$ cat src/rtl/controlador_interrupciones_pkg.sv
// Shared definitions for the interrupt controller: FSM encoding, code width and
// the fixed-priority code helper.
package controlador_interrupciones_pkg;

  typedef enum logic [1:0] {
    ST_IDLE    = 2'b00,
    ST_INJECT  = 2'b01,
    ST_SERVICE = 2'b10
  } estado_t;

  localparam int INT_CODE_W = 3;
  localparam int MAX_IRQ    = 7;
  localparam logic [MAX_IRQ-1:0] MASK_RESET = 7'h7F;

  // Lowest set index wins; the returned code is index + 1, zero when nothing is set.
  function automatic logic [INT_CODE_W-1:0] codigo_prioridad(input logic [MAX_IRQ-1:0] v);
    logic [INT_CODE_W-1:0] c;
    c = 3'd0;
    for (int i = MAX_IRQ - 1; i >= 0; i--) begin
      if (v[i]) begin
        c = INT_CODE_W'(i + 1);
      end
    end
    return c;
  endfunction

endpackage

$ cat src/rtl/controlador_interrupciones_detector_flanco.sv
// Per-line synchroniser (SYNC_STAGES flops) followed by a rising-edge detector.
module detector_flanco #(
  parameter int SYNC_STAGES = 2
) (
  input  logic clk,
  input  logic reset,
  input  logic entrada,
  output logic flanco
);

  logic [SYNC_STAGES-1:0] sync_r;
  logic                   previo_r;

  // Synchroniser shift chain plus one-cycle history of its output.
  always_ff @(posedge clk or negedge reset) begin
    if (!reset) begin
      sync_r   <= {SYNC_STAGES{1'b0}};
      previo_r <= 1'b0;
    end else begin
      sync_r   <= {sync_r[SYNC_STAGES-2:0], entrada};
      previo_r <= sync_r[SYNC_STAGES-1];
    end
  end

  assign flanco = sync_r[SYNC_STAGES-1] & ~previo_r;

endmodule

$ cat src/rtl/controlador_interrupciones.sv
// Interrupt controller feeding the datapath's interrupciones input.
// Optional nested preemption is enabled by defining IRQ_NESTING_EN.
module controlador_interrupciones
  import controlador_interrupciones_pkg::*;
#(
  parameter int NUM_IRQ     = 7,
  parameter int SYNC_STAGES = 2
) (
  input  logic                  clk,
  input  logic                  reset,
  input  logic [NUM_IRQ-1:0]    irq,
  input  logic                  ien,
  input  logic                  mask_we,
  input  logic [NUM_IRQ-1:0]    mask_in,
  input  logic                  eoi,
  output logic [INT_CODE_W-1:0] interrupciones,
  output logic                  busy,
  output logic [NUM_IRQ-1:0]    pendiente,
  output logic [NUM_IRQ-1:0]    en_servicio,
  output logic [NUM_IRQ-1:0]    mascara
);

  localparam logic [NUM_IRQ-1:0] UNO  = NUM_IRQ'(1);
  localparam logic [NUM_IRQ-1:0] CERO = {NUM_IRQ{1'b0}};

  estado_t               estado_r, estado_s;
  logic [INT_CODE_W-1:0] codigo_r, codigo_s, codigo_ganador_s;
  logic [NUM_IRQ-1:0]    pend_r, pend_s, serv_r, serv_s, masc_r, masc_s;
  logic [NUM_IRQ-1:0]    flanco_s, elig_s, ganador_s, limpiar_s;
  logic [MAX_IRQ-1:0]    elig_ext_s;
  logic                  busy_r;
`ifdef IRQ_NESTING_EN
  logic [NUM_IRQ-1:0]    serv_alta_s;
  logic                  preempt_s;
`endif

  for (genvar g = 0; g < NUM_IRQ; g++) begin : g_det
    detector_flanco #(
      .SYNC_STAGES(SYNC_STAGES)
    ) u_det (
      .clk    (clk),
      .reset  (reset),
      .entrada(irq[g]),
      .flanco (flanco_s[g])
    );
  end

  // Eligibility and fixed-priority winner selection.
  always_comb begin
    if (ien) begin
      elig_s = pend_r & ~masc_r;
    end else begin
      elig_s = CERO;
    end
    ganador_s  = elig_s & (~elig_s + UNO);
    elig_ext_s = {MAX_IRQ{1'b0}};
    elig_ext_s[NUM_IRQ-1:0] = elig_s;
    codigo_ganador_s = codigo_prioridad(elig_ext_s);
  end

`ifdef IRQ_NESTING_EN
  // Preempt only for lines strictly above the highest-priority in-service bit.
  always_comb begin
    serv_alta_s = serv_r & (~serv_r + UNO);
    preempt_s   = |(elig_s & (serv_alta_s - UNO));
  end
`endif

  // Next-state, code, in-service, mask and pending computation.
  always_comb begin
    estado_s  = estado_r;
    codigo_s  = codigo_r;
    serv_s    = serv_r;
    limpiar_s = CERO;
    if (mask_we) begin
      masc_s = mask_in;
    end else begin
      masc_s = masc_r;
    end
    case (estado_r)
      ST_IDLE: begin
        if (|elig_s) begin
          estado_s  = ST_INJECT;
          codigo_s  = codigo_ganador_s;
          serv_s    = serv_r | ganador_s;
          limpiar_s = ganador_s;
        end else begin
          codigo_s  = 3'd0;
        end
      end
      ST_INJECT: begin
        estado_s = ST_SERVICE;
        codigo_s = 3'd0;
      end
      ST_SERVICE: begin
        codigo_s = 3'd0;
`ifdef IRQ_NESTING_EN
        if (eoi) begin
          serv_s = serv_r & (serv_r - UNO);
          if (serv_s == CERO) begin
            estado_s = ST_IDLE;
          end else begin
            estado_s = ST_SERVICE;
          end
        end else if (preempt_s) begin
          estado_s  = ST_INJECT;
          codigo_s  = codigo_ganador_s;
          serv_s    = serv_r | ganador_s;
          limpiar_s = ganador_s;
        end else begin
          estado_s = ST_SERVICE;
        end
`else
        if (eoi) begin
          serv_s   = CERO;
          estado_s = ST_IDLE;
        end else begin
          estado_s = ST_SERVICE;
        end
`endif
      end
      default: begin
        estado_s = ST_IDLE;
        codigo_s = 3'd0;
        serv_s   = CERO;
      end
    endcase
    // A fresh edge wins over a same-cycle injection clear.
    pend_s = (pend_r & ~limpiar_s) | flanco_s;
  end

  // State and status registers.
  always_ff @(posedge clk or negedge reset) begin
    if (!reset) begin
      estado_r <= ST_IDLE;
      codigo_r <= 3'd0;
      pend_r   <= CERO;
      serv_r   <= CERO;
      masc_r   <= MASK_RESET[NUM_IRQ-1:0];
      busy_r   <= 1'b0;
    end else begin
      estado_r <= estado_s;
      codigo_r <= codigo_s;
      pend_r   <= pend_s;
      serv_r   <= serv_s;
      masc_r   <= masc_s;
      busy_r   <= (estado_s != ST_IDLE);
    end
  end

  assign interrupciones = codigo_r;
  assign busy           = busy_r;
  assign pendiente      = pend_r;
  assign en_servicio    = serv_r;
  assign mascara        = masc_r;

endmodule

$ cat config.mk
export PLATFORM = sky130hd
export DESIGN_NAME = controlador_interrupciones
export DESIGN_NICKNAME = d
export VERILOG_FILES = /design/src/rtl/controlador_interrupciones_pkg.sv /design/src/rtl/controlador_interrupciones_detector_flanco.sv /design/src/rtl/controlador_interrupciones.sv
export SDC_FILE = /design/constraint.sdc
export NUM_CORES = 1
export LEC_CHECK = 0
export BUFFER_PORTS_ARGS = -buffer_cell sky130_fd_sc_hd__clkbuf_2
export CORE_ASPECT_RATIO = 1.4
export CORE_MARGIN = 4
export CORE_UTILIZATION = 51
export DETAILED_ROUTE_END_ITERATION = 6
export GPL_TIMING_DRIVEN = 0
export HOLD_SLACK_MARGIN = 0.1
export PLACE_DENSITY = 0.76
export SYNTH_ARGS = -nofsm -noshare
export SYNTH_HDL_FRONTEND = slang
export SYNTH_SLANG_ARGS = --single-unit
$ cat constraint.sdc
create_clock -name clk -period 1.6 [get_ports clk]
set_input_delay 0.32 -clock clk [delete_from_list [all_inputs] [get_ports clk]]
set_output_delay 0.32 -clock clk [all_outputs]
set_load 0.01 [all_outputs]
==> impl_metrics.toml <==
[status]
status = "complete, no violations"

[sta]
fin_tns_setup_ns = 0
period_needed_ns = 1.50
hold_viol = 0
rsz0062_at_grt = "no"
worst_pin_slew_ns = 1.11
timing.final.crit_share = 0.939
setup_viol = 0
finClkSkew_ns = 0.00520
slew_viol_final = 0
fin_hold_ws_ns = 0.128
slew-limit-headroom = 0.258
setup_slack_ns = 0.0983
max_freq_mhz = 666

[placement]
port_buffers = 42
place_ws_ns = 0.0264
place.gp.congestion = 0.763
dp_hpwl_mm = 2.31

[cts]
holdBufCountCts = 0
clk_path_buf_depth = 2
cts.sinks = 48
clk_latency_ns = 0.29
h-tree-depth = 2
cts_buffers = 5
clk_pin_slew_worst_paths_ns = 0.09
cts_tree = "built"
cts-root-buf = "clkbuf_8"

[floorplanning]
dieArea_um2 = 4390
fp.dieW_um = 57.1
initial_core_util = 0.542
ios = 44
die_y_um = 76.8
row_count = 24
core_um2 = 3180

[synth]
synth_nets = 149
synth_seq_cells = 48
syn_avg_cell_area_um2 = 13.3
yosysUniqueCellTypes = 30
seq_area_frac_synth = 0.702
syn_area_um2 = 1720
ys.warnings.count = 0
synth_cells = 130

[power]
combPwrFrac = 0.224
clock_power_share = 0.278
leakage_nw = 1.01
power_frac_seq = 0.498
p_switching_mw = 0.878
p_sw_frac = 0.289
power.density_nw_per_um2 = 1440
ir_drop_mv = 1.02
intPower_mw = 2.16

[worst_setup_path]
endpoint_kind = "flop"
path_max_fanout = 5
crit_path_start = "pendiente[3]$_DFF_PN0_"
reg2reg_depth = 4
rr_endpoint = "interrupciones[0]$_DFF_PN0_"
crit_arrival_ns = 1.69
r2r_slack_ns = 0.1
crit_required_ns = 1.78
start_kind = "flop"
path_class = "flop to flop"
reg2reg_from = "pendiente[3]$_DFF_PN0_"

[global_route]
first_global_vias = 1129
grtUsageTotal = 0.153
grt_remaining_overflow = 0
antenna_found_initial = 0
grt_max_degree = 49
grt_pass1_wl_mm = 5.20

[detailed_routing]
ant_nets = 0
dr_wl_met3_um = 183
finalWirelength_mm = 3.10
viasPerCell = 5.10
wl_met2_mm = 1.73
drt_iter0_markers = 25
num_vias = 1122
post_drt_wl_per_cell_um = 14.1
drt_first_pass_iters = 4
route.detailed.drc = 0
highest_layer = "met4"
wirelength_met1_mm = 1.16

[hold_path]
min_to = "g_det[2].u_det.sync_r[0]$_DFF_PN0_"
min_from = "irq[2]"
hp-class = "input port to flop"
hold_path_depth = 1

[job]
cap_violations = 0

[layout]
drive_gt1_frac = 0.392
antenna_cells = 0
area_growth_pct = 22.1
fin_nets = 199
-- cell type report --
| cell class | instances | area (µm²) |
|---|---|---|
| clock buffers | 5 | 68.8 |
| inverters | 8 | 30.0 |
| repair buffers | 43 | 218 |
| fillers | 276 | 1080 |
| flip-flops and latches | 48 | 1210 |
| multi-input cells | 72 | 472 |
| plain buffers | 2 | 15.0 |
| well taps | 39 | 48.8 |
| clock inverters | 3 | 42.5 |
-- repair_timing --
action / CTS / global route
resized for setup: 0 / 1
endpoints found under the setup margin: 0 / 5
setup buffers: 0 / 1
-- cells by family (layout without fill, tap and decap cells) --
group,Yosys count,count (layout),share of synthesized area
AOI/OAI and AO/OA,27,27,0.102
and+or+nand+nor,38,38,0.124
buffers and inverters,10,61,0.0261
DFF,48,48,0.702
muxes,7,7,0.0457
-- synth_stat cells (all sizes together) --
master	n	area share
nor2	11	0.033
dfstp	7	0.11
a21boi	1	0.0044
inv	8	0.017
a31oi	3	0.011
nor2b	5	0.018
a32o	1	0.0058
buf	1	0.0065
o21a	1	0.0044
clkbuf	1	0.0022
and4b	1	0.0058
a2111oi	1	0.0087
dfrtp	41	0.60
o31ai	1	0.0044
and2b	1	0.0058
o22ai	2	0.0073
nor4	1	0.0036
a21o	2	0.0087
a22o	2	0.010
or3b	1	0.0051
mux2	7	0.046
nand3	2	0.0087
nand2b	5	0.018
nand4	1	0.0036
nand2	10	0.022
o21ai	12	0.035
a21oi	1	0.0029
-- flip-flops by register name, indices dropped and copies added, names as in the netlist --
| name | flops |
|---|---|
| busy | 1 |
| en_servicio | 7 |
| estado_r | 2 |
| g_det.u_det.previo_r | 7 |
| g_det.u_det.sync_r | 14 |
| interrupciones | 3 |
| mascara | 7 |
| pendiente | 7 |
-- power by group through the flow --
| stage | combinational [mW] | clock, mW | sequential [mW] |
|---|---|---|---|
| after floorplan | 0.344 | 0 | 1.59 |
| after global placement | 0.649 | 0 | 1.53 |
| after detailed placement | 0.668 | 0 | 1.55 |
| after CTS | 0.669 | 0.863 | 1.52 |
| after global routing | 0.753 | 0.922 | 1.54 |
| final | 0.680 | 0.843 | 1.51 |
-- routing by layer --
layer,track usage,vias to the layer above
met2,0.264,34
met5,0,-
met1,0.173,545
li1,-,541
met3,0.0504,2
met4,0.0557,0
-- layout by cell type (no fill, tap or decap), drive strengths merged, types with 3 or more instances in the layout --
| cell type | n |
|---|---|
| mux2 | 7 |
| a31oi | 3 |
| dfrtp | 41 |
| o21ai | 12 |
| clkbuf | 48 |
| nand2 | 10 |
| dfstp | 7 |
| nor2 | 11 |
| inv | 8 |
| nor2b | 5 |
| nand2b | 5 |
-- how the worst max path moves through the flow --
stage	end	slack [ns]	depth (start not counted)
final	interrupciones[0]$_DFF_PN0_	0.1	4
after global routing	interrupciones[0]$_DFF_PN0_	0.008	4
after CTS	interrupciones[0]$_DFF_PN0_	0.05	4
after detailed placement	pendiente[6]$_DFF_PN0_	0.03	6
after global placement	pendiente[6]$_DFF_PN0_	0.08	6
after floorplan	interrupciones[0]$_DFF_PN0_	0.18	4
-- worst max-delay path, cell delays in order (launching register included) --
cell,delay [ns]
dfrtp_1,0.41
nor2b_1,0.26
nor2_1,0.15
and4b_1,0.24
a2111oi_2,0.35
-- stage by stage --
| step | util | area (µm²) | power [mW] | std cells |
|---|---|---|---|---|
| after floorplan | - | 1720 | 1.94 | 130 |
| after detailed placement | 0.623 | 1980 | 2.21 | 211 |
| after global placement | 0.623 | 1980 | 2.18 | 211 |
| after CTS | 0.658 | 2090 | 3.05 | 219 |
| after global routing | 0.661 | 2100 | 3.21 | 220 |
| final | 0.661 | 2100 | 3.04 | 220 |
(Power assumes the default switching activity.)
